[src/rtl/BC_ctrl_pkg.sv]
// Shared types and constants for the BureCore issue-control slice.
package BC_ctrl_pkg;

  typedef enum logic {
    RUN   = 1'b0,
    FLUSH = 1'b1
  } issue_state_e;

  typedef logic [4:0] reg_addr_t;

  localparam reg_addr_t REG_ZERO = 5'd0;

endpackage

[src/rtl/bc_scoreboard.sv]
// Pending-write scoreboard (x0 never tracked) with three lookups and a busy flag.
// Optional build macro BC_ISSUE_WB_BYPASS_EN lets a same-cycle writeback hide its register.
module bc_scoreboard
  import BC_ctrl_pkg::*;
#(
  parameter int NREGS = 32
) (
  input  logic      clk,
  input  logic      rstn,
  input  logic      set_en,
  input  reg_addr_t set_addr,
  input  logic      clr_en,
  input  reg_addr_t clr_addr,
  input  reg_addr_t rs1_addr,
  input  reg_addr_t rs2_addr,
  input  reg_addr_t rd_addr,
  output logic      rs1_pend,
  output logic      rs2_pend,
  output logic      rd_pend,
  output logic      busy
);

  logic [NREGS-1:1] sb;
  logic [NREGS-1:0] sb_full;
  logic [NREGS-1:0] live;

  // A set and a clear of the same register in one cycle leave the bit set.
  always_ff @(posedge clk or negedge rstn) begin
    if (!rstn) begin
      sb <= '0;
    end else begin
      for (int i = 1; i < NREGS; i++) begin
        if (set_en && set_addr == reg_addr_t'(i)) begin
          sb[i] <= 1'b1;
        end else if (clr_en && clr_addr == reg_addr_t'(i)) begin
          sb[i] <= 1'b0;
        end
      end
    end
  end

  assign sb_full = {sb, 1'b0};

`ifdef BC_ISSUE_WB_BYPASS_EN
  always_comb begin
    live = sb_full;
    if (clr_en) begin
      live[clr_addr] = 1'b0;
    end
  end
`else
  assign live = sb_full;
`endif

  assign rs1_pend = live[rs1_addr];
  assign rs2_pend = live[rs2_addr];
  assign rd_pend  = live[rd_addr];
  assign busy     = |sb;

endmodule

[src/rtl/bc_issue_ctrl.sv]
// ID->EX issue controller: hazard stall, post-redirect flush sequencing, stall counter.
// Build macro BC_ISSUE_WB_BYPASS_EN (see bc_scoreboard) removes one stall cycle per dependency.
module bc_issue_ctrl
  import BC_ctrl_pkg::*;
#(
  parameter int NREGS        = 32,
  parameter int FLUSH_CYCLES = 2,
  parameter int CNT_WIDTH    = 32
) (
  input  logic                 i_clk,
  input  logic                 i_rstn,
  input  logic                 i_id_valid,
  input  logic [4:0]           i_id_rs1_addr,
  input  logic                 i_id_rs1_used,
  input  logic [4:0]           i_id_rs2_addr,
  input  logic                 i_id_rs2_used,
  input  logic                 i_id_rd_wen,
  input  logic [4:0]           i_id_rd_addr,
  input  logic                 i_ex_ready,
  input  logic                 i_wb_valid,
  input  logic [4:0]           i_wb_rd_addr,
  input  logic                 i_redirect,
  output logic                 o_id_ready,
  output logic                 o_issue_valid,
  output logic                 o_flush,
  output logic                 o_busy,
  output logic [CNT_WIDTH-1:0] o_stall_cnt
);

  issue_state_e state_q, state_d;
  logic [2:0]   flush_cnt_q, flush_cnt_d;
  logic         rs1_pend, rs2_pend, rd_pend;
  logic         hazard, fire, flush, stall_inc;
  logic         set_en, clr_en;

  assign set_en = fire && i_id_rd_wen && (i_id_rd_addr != REG_ZERO);
  assign clr_en = i_wb_valid && (i_wb_rd_addr != REG_ZERO);

  bc_scoreboard #(
    .NREGS(NREGS)
  ) u_sb (
    .clk      (i_clk),
    .rstn     (i_rstn),
    .set_en   (set_en),
    .set_addr (i_id_rd_addr),
    .clr_en   (clr_en),
    .clr_addr (i_wb_rd_addr),
    .rs1_addr (i_id_rs1_addr),
    .rs2_addr (i_id_rs2_addr),
    .rd_addr  (i_id_rd_addr),
    .rs1_pend (rs1_pend),
    .rs2_pend (rs2_pend),
    .rd_pend  (rd_pend),
    .busy     (o_busy)
  );

  always_ff @(posedge i_clk or negedge i_rstn) begin
    if (!i_rstn) begin
      state_q     <= RUN;
      flush_cnt_q <= 3'd0;
    end else begin
      state_q     <= state_d;
      flush_cnt_q <= flush_cnt_d;
    end
  end

  // Handshake outputs are gated by reset so they read low while i_rstn is held.
  always_comb begin
    state_d     = state_q;
    flush_cnt_d = flush_cnt_q;
    hazard      = (i_id_rs1_used && rs1_pend) ||
                  (i_id_rs2_used && rs2_pend) ||
                  (i_id_rd_wen   && rd_pend);
    fire        = i_rstn && i_id_valid && i_ex_ready && !hazard &&
                  (state_q == RUN) && !i_redirect;
    flush       = i_rstn && (i_redirect || (state_q == FLUSH));
    stall_inc   = i_id_valid && !fire && !flush;
    if (i_redirect) begin
      state_d     = FLUSH;
      flush_cnt_d = 3'(FLUSH_CYCLES - 1);
    end else if (state_q == FLUSH) begin
      if (flush_cnt_q == 3'd0) begin
        state_d = RUN;
      end else begin
        flush_cnt_d = flush_cnt_q - 3'd1;
      end
    end
  end

  assign o_issue_valid = fire;
  assign o_id_ready    = fire;
  assign o_flush       = flush;

  always_ff @(posedge i_clk or negedge i_rstn) begin
    if (!i_rstn) begin
      o_stall_cnt <= '0;
    end else if (stall_inc && (o_stall_cnt != '1)) begin
      o_stall_cnt <= o_stall_cnt + CNT_WIDTH'(1);
    end
  end

endmodule
[config.mk]
export PLATFORM = sky130hd
export DESIGN_NAME = bc_issue_ctrl
export DESIGN_NICKNAME = d
export VERILOG_FILES = /design/src/rtl/BC_ctrl_pkg.sv /design/src/rtl/bc_scoreboard.sv /design/src/rtl/bc_issue_ctrl.sv
export SDC_FILE = /design/constraint.sdc
export NUM_CORES = 1
export LEC_CHECK = 0
export CORE_UTILIZATION = 58
export CTS_CLUSTER_DIAMETER = 100
export DETAILED_ROUTE_END_ITERATION = 16
export GPL_TIMING_DRIVEN = 0
export PLACE_DENSITY = 0.89
export SLEW_MARGIN = 20
export SYNTH_ARGS = -nofsm -noshare
export SYNTH_HDL_FRONTEND = slang
export SYNTH_SLANG_ARGS = --single-unit
[constraint.sdc]
create_clock -name i_clk -period 9.2 [get_ports i_clk]
set_input_delay 1.84 -clock i_clk [delete_from_list [all_inputs] [get_ports i_clk]]
set_output_delay 1.84 -clock i_clk [all_outputs]
set_load 0.03 [all_outputs]
# Word-level counts from Yosys, hierarchy flattened

Index checks and enable logic that the tools add are counted.

Bits in registers: 67
Input port bits: 29
Output and inout bits: 36
Logic and storage cells: 299

Add/subtract/negate cells: 2
Magnitude comparators: 3
Equal/unequal tests: 64
Multiplexer cells: 74
Bitwise gates (word level): 1
Reductions and logical operators: 121

Operators by type and width:

| operator                | number |
|---|---|
| $eq A5 B5 Y1 const B    | 32 |
| $eq A5 B4 Y1 const B    | 16 |
| $logic_and A1 B1 Y1     | 77 |
| $mux W1                 | 68 |
| $reduce_bool A2 Y1      | 32 |
| $eq A5 B3 Y1 const B    | 8 |
| $add A32 B1 Y32 const B | 1 |
| $ne A32 B32 Y1 const B  | 1 |
| $reduce_or A31 Y1       | 1 |
| $eq A5 B2 Y1 const B    | 4 |
| $lt A5 B6 Y1 const B    | 3 |
| $bmux W1 S5             | 3 |
| $eq A5 B1 Y1 const B    | 2 |
| $reduce_bool A5 Y1      | 2 |
| $mux W3                 | 3 |
| $logic_not A1 Y1        | 4 |
| $logic_not A3 Y1        | 1 |
| $logic_or A1 B1 Y1      | 3 |
| $sub A3 B1 Y3 const B   | 1 |
| $ne A2 B2 Y1 const B    | 1 |
| $reduce_and A2 Y1       | 1 |
| $not A1 Y1              | 1 |

# Logic depth before layout (Yosys ltp)

Depth in word-level cells: 13
Mapped depth: 10
Mapped depth without buffers: 8

# Cells and area by module

From an unflattened synthesis, not the netlist that was laid out.

Cells, all modules: 380
Area total of the unflattened synthesis: 4,135.2 µm²

By module, submodules not included:

| module        | times used | cells each | area each (µm²) | sequential area each (µm²) |
|---|---|---|---|---|
| bc_scoreboard | 1          | 214        | 2,284.7         | 775.7 |
| bc_issue_ctrl | 1          | 166        | 1,850.5         | 900.9 |

# Least setup slack after synthesis

No wires, ideal clock.

Path type: in2out
Start point: input i_id_rs1_addr[1]
End point: output o_issue_valid
Arrival: 4.123 ns
Data required time: 7.360 ns
Slack: 3.237 ns
Cell stages on the path: 10
Buffers on the path: 4
Cell sequence: clkbuf_1 buf_2 mux2i_1 nand3_1 and3_1 o41ai_1 nand4_2 clkbuf_1 inv_1 buf_4

Longest elaborated chain between the ends: 9

Ends and longest elaborated chain:

| element                          | line                | text |
|---|---|---|
| start: declaration               | bc_issue_ctrl.sv:13 | `input logic [4:0] i_id_rs1_addr,` |
| $bmux W1 S5                      | bc_scoreboard.sv:55 | `assign rs1_pend = live[rs1_addr];` |
| $mux W1 (not written as such)    | bc_scoreboard.sv:55 |  |
| $logic_and A1 B1 Y1              | bc_issue_ctrl.sv:71 | `hazard = (i_id_rs1_used && rs1_pend) \|\|` |
| $logic_or A1 B1 Y1               | bc_issue_ctrl.sv:71 |  |
| $logic_or A1 B1 Y1               | bc_issue_ctrl.sv:72 | `(i_id_rs2_used && rs2_pend) \|\|` |
| $logic_not A1 Y1                 | bc_issue_ctrl.sv:74 | `fire = i_rstn && i_id_valid && i_ex_ready && !hazard &&` |
| $logic_and A1 B1 Y1 (2 in a row) | bc_issue_ctrl.sv:74 |  |
| $logic_and A1 B1 Y1              | bc_issue_ctrl.sv:75 | `(state_q == RUN) && !i_redirect;` |
| end: declaration                 | bc_issue_ctrl.sv:24 | `output logic o_issue_valid,` |

Every way passes these cells. The select of a mux whose other input is x is not followed.

# Worst setup path in the final report

Start point: input i_id_rd_addr[1]
End point: output o_issue_valid

Longest elaborated chain between the ends: 8

Ends and longest elaborated chain:

| element                          | line                | text |
|---|---|---|
| start: declaration               | bc_issue_ctrl.sv:18 | `input logic [4:0] i_id_rd_addr,` |
| $bmux W1 S5                      | bc_scoreboard.sv:57 | `assign rd_pend = live[rd_addr];` |
| $mux W1 (not written as such)    | bc_scoreboard.sv:57 |  |
| $logic_and A1 B1 Y1              | bc_issue_ctrl.sv:73 | `(i_id_rd_wen && rd_pend);` |
| $logic_or A1 B1 Y1               | bc_issue_ctrl.sv:72 |  |
| $logic_not A1 Y1                 | bc_issue_ctrl.sv:74 |  |
| $logic_and A1 B1 Y1 (2 in a row) | bc_issue_ctrl.sv:74 |  |
| $logic_and A1 B1 Y1              | bc_issue_ctrl.sv:75 |  |

Every way passes these cells. The select of a mux whose other input is x is not followed.

==> impl_results.rst <==
.. list-table::
   :header-rows: 1

   * - Metric
     - Value
   * - Capturing element type of the critical path
     - primary output
   * - Detailed Place HPWL
     - 7870 um
   * - Number of clock buffers inserted by TritonCTS
     - 9
   * - Number of placed I/O pins
     - 65
   * - Fraction of the cycle the final worst path needs
     - 78.4%
   * - Die Ht
     - 85.6 um
   * - Cell row count
     - 30
   * - Floorplan Core Area
     - 6760 um^2
   * - Number of antenna violations at the first check in global routing
     - 0
   * - Post-Syn Nets
     - 456
   * - Class of the most critical setup path
     - input pin to primary output
   * - Pre-CTS WS
     - 2.02 ns
   * - Total wire length after detailed routing
     - 10800 um
   * - PnR worst setup slack
     - 1.99 ns
   * - Post-Synthesis Mean Instance Area
     - 9.55 um^2
   * - Source-to-sink clock delay at the later pin of the worst-skew pair
     - 0.35 ns
   * - Count of input and output buffers
     - 57
   * - Clock-pin slew on the worst setup and hold paths
     - 0.07 ns
   * - Average detailed-routed wire length per instance
     - 18.8 um
   * - Kind of start point of the critical path
     - input pin
   * - Die area
     - 7320 um^2
   * - Critical path data required time
     - 7.36 ns
   * - Total power per unit cell area
     - 153 nW/um^2
   * - Post-DRT Antenna Nets
     - 0
   * - Distinct cells, synth
     - 42
   * - Overflow after GRT
     - 0
   * - Via count of the first global-routing pass
     - 3596
   * - Number of vias in the routed layout
     - 3772
   * - Leading post-synthesis cells by cell area
     - sky130_fd_sc_hd__dfrtp_1 41%, sky130_fd_sc_hd__xnor2_1 6.9%, sky130_fd_sc_hd__mux4_2 6.1%
   * - Worst Hold Class
     - flop to flop
   * - Maximum number of pins on one net before global-route repair
     - 48
   * - Area share of the largest cell type after synthesis
     - 41.4%
   * - Total power after layout
     - 0.750 mW
   * - Total DRC errors in the routed layout
     - 0
   * - Filler cell count in the final layout
     - 480
   * - Lkg Pwr
     - 1.96 nW
   * - Die span in x
     - 85.6 um
   * - Final core utilization
     - 72.7%
   * - Post-synth top area cell
     - sky130_fd_sc_hd__dfrtp_1
   * - Ys async rst share
     - 100%
   * - Num Clock Sinks
     - 67
   * - Sequential element share of the synthesized area
     - 41.4%
   * - Cell area after placement
     - 4740 um^2
   * - Total Negative Setup Slacks
     - 0 ns
   * - Number of maximum-capacitance violations
     - 0
   * - Initial detailed-routing violation count
     - 548
   * - Cts hold-fix bufs
     - 0
   * - RSZ-0062 raised after global routing
     - no
   * - Crit path DAT
     - 5.37 ns
   * - TritonRoute pass-1 iters
     - 5
   * - Clock Tree Buf Depth
     - 2
   * - Placer Congestion
     - 0.909
   * - Category of cells accounting for the largest share of critical-path delay
     - buffers and inverters
   * - Layout cell share with drive strength beyond 1
     - 8.85%
   * - Slew at the pin with the worst max-slew slack
     - 0.663 ns
   * - Final critical delay including setup and external delays
     - 7.21 ns
   * - Number of enable flip-flop cells after synthesis
     - 0
   * - Warnings from Yosys
     - 0
   * - CTS H-Tree Depth
     - 3
   * - Status
     - finished, final reports clean
   * - Most frequently used flop master after synthesis
     - sky130_fd_sc_hd__dfrtp_1
   * - All-Layer GR Usage
     - 31.9%
   * - Total of cells resized after clock tree synthesis
     - 0
   * - Slowest cell on the critical path
     - sky130_fd_sc_hd__clkdlybuf4s50_1
   * - Post-Layout Inst Area
     - 4910 um^2
   * - Nets
     - 525
   * - Max-Slew Margin vs Limit
     - 55.8%
   * - Max-slew violations
     - 0
   * - Initial standard-cell utilization of the core
     - 59.9%
   * - Antenna diodes
     - 0
   * - Number of buffer and inverter stages on the critical path
     - 6
   * - Cell count after synthesis
     - 424
   * - Worst path cell trace
     - clkdlybuf4s50_1 -> clkbuf_1 -> mux2_2 -> nand2_1 -> a211oi_1 -> o311ai_0 -> nand4_2 -> clkbuf_1 -> inv_1 -> buf_4 -> clkdlybuf4s50_1
   * - TritonCTS clock tree
     - yes
   * - Count of endpoints failing hold in the final timing report
     - 0
   * - Highest clock rate
     - 139 MHz
   * - Flip-flop and latch count after synthesis
     - 67
   * - Largest fanout on the critical path
     - 10
   * - Per-cell via count in the routed design
     - 6.54
   * - Post-CTS Repair Setup Buffers
     - 0
   * - Synthesis-to-finish area growth
     - 21.3%
   * - Final number of setup-violating endpoints
     - 0
   * - Global-route wire length before repair
     - 17900 um
   * - Clk Tree Root Cell
     - sky130_fd_sc_hd__clkbuf_8
   * - Post-synthesis instance area
     - 4050 um^2
   * - Maximum clock skew at final layout
     - 0.0100 ns
   * - Maximum vdd ir drop
     - 0.114 mV
   * - Largest stage delay on the critical path
     - 0.65 ns
==> synth_stat cells, drive strengths merged, types with 5 or more instances <==
| cell | n |
|---|---|
| nor2 | 14 |
| a22oi | 5 |
| inv | 13 |
| dfrtp | 67 |
| nand3 | 21 |
| xnor2 | 32 |
| o21ai | 66 |
| mux2i | 22 |
| nor2b | 7 |
| mux4 | 11 |
| nor4 | 14 |
| or4 | 5 |
| nand3b | 9 |
| nor3 | 12 |
| nand2 | 37 |
| clkbuf | 16 |
| and3 | 12 |
| mux2 | 6 |
| nand4 | 13 |
==> sequential cells by signal, summed over array words and instances (netlist names) <==
| name | count |
|---|---|
| u_sb.sb | 31 |
| state_q | 1 |
| flush_cnt_q | 3 |
| o_stall_cnt | 32 |
==> placed cells by master (no fill, tap or decap), drive strengths merged, types with 4 or more instances in the layout <==
cell type / synthesis / final
nand2: 37 / 37
nand3b: 9 / 9
nor2b: 7 / 7
nand3: 21 / 21
and2: 4 / 4
nand2b: 4 / 4
inv: 13 / 13
nor2: 14 / 14
nor3: 12 / 12
o21ai: 66 / 66
nor4: 14 / 14
a21oi: 4 / 4
nand4: 13 / 13
buf: 4 / 6
clkbuf: 16 / 26
and3: 12 / 12
mux4: 11 / 11
clkdlybuf4s50: 0 / 56
mux2: 6 / 6
mux2i: 22 / 22
dfrtp: 67 / 67
a22oi: 5 / 5
xnor2: 32 / 32
or4: 5 / 5
==> where the power goes <==
| part | internal [mW] | switching (mW) |
|---|---|---|
| clock network | 0.102 | 0.111 |
| registers | 0.320 | 0.0272 |
| logic | 0.0826 | 0.107 |
==> final timing paths <==
check                                start         endpoint  slack (ns)  cells past startpoint
min in group asynchronous           i_rstn  o_stall_cnt[12]        1.39                      1
setup / recovery           i_id_rd_addr[1]    o_issue_valid        1.99                     11
hold / removal             o_stall_cnt[16]  o_stall_cnt[16]        0.50                      1
max in group asynchronous           i_rstn      u_sb.sb[13]        7.27                      2
setup reg to reg               u_sb.sb[23]      u_sb.sb[27]        6.16                      8
hold reg to reg            o_stall_cnt[16]  o_stall_cnt[16]        0.50                      1
==> cells by family (layout without fill, tap and decap cells) <==
group | count (synthesis) | in the layout | synth area share, %
muxes | 39 | 39 | 13.2
xor gates and xnor gates | 33 | 33 | 7.14
and+or+nand+nor | 163 | 163 | 22.0
adders and majority gates | 3 | 3 | 0.927
AOI/OAI and AO/OA | 86 | 86 | 12.1
buffers and inverters | 33 | 106 | 3.24
DFF | 67 | 67 | 41.4
==> metal layers <==
metal,up-vias,part of all wire [%],track usage [%]
met5,-,0,0
met4,0,1.9,13.0
met3,22,8.9,5.68
met2,235,48,50.0
met1,1810,41,44.3
li1,1705,-,-
==> per-stage QoR <==
stage	hold WS (ns)	instances
2_1_floorplan	0.496	424
3_3_place_gp	0.481	561
3_5_place_dp	0.484	562
4_1_cts	0.499	577
5_1_grt	0.515	577
6_report	0.495	577
==> final cells by class <==
type	count	area (um^2)	share of cell area, %
inverters	13	48.8	0.993
clock inverters	5	30.0	0.611
plain buffers	20	82.6	1.68
flip-flops and latches	67	1680	34.1
well taps	80	100	2.04
clock buffers	10	138	2.80
multi-input cells	324	2240	45.6
repair buffers	58	596	12.1
(Power assumes the default switching activity.)
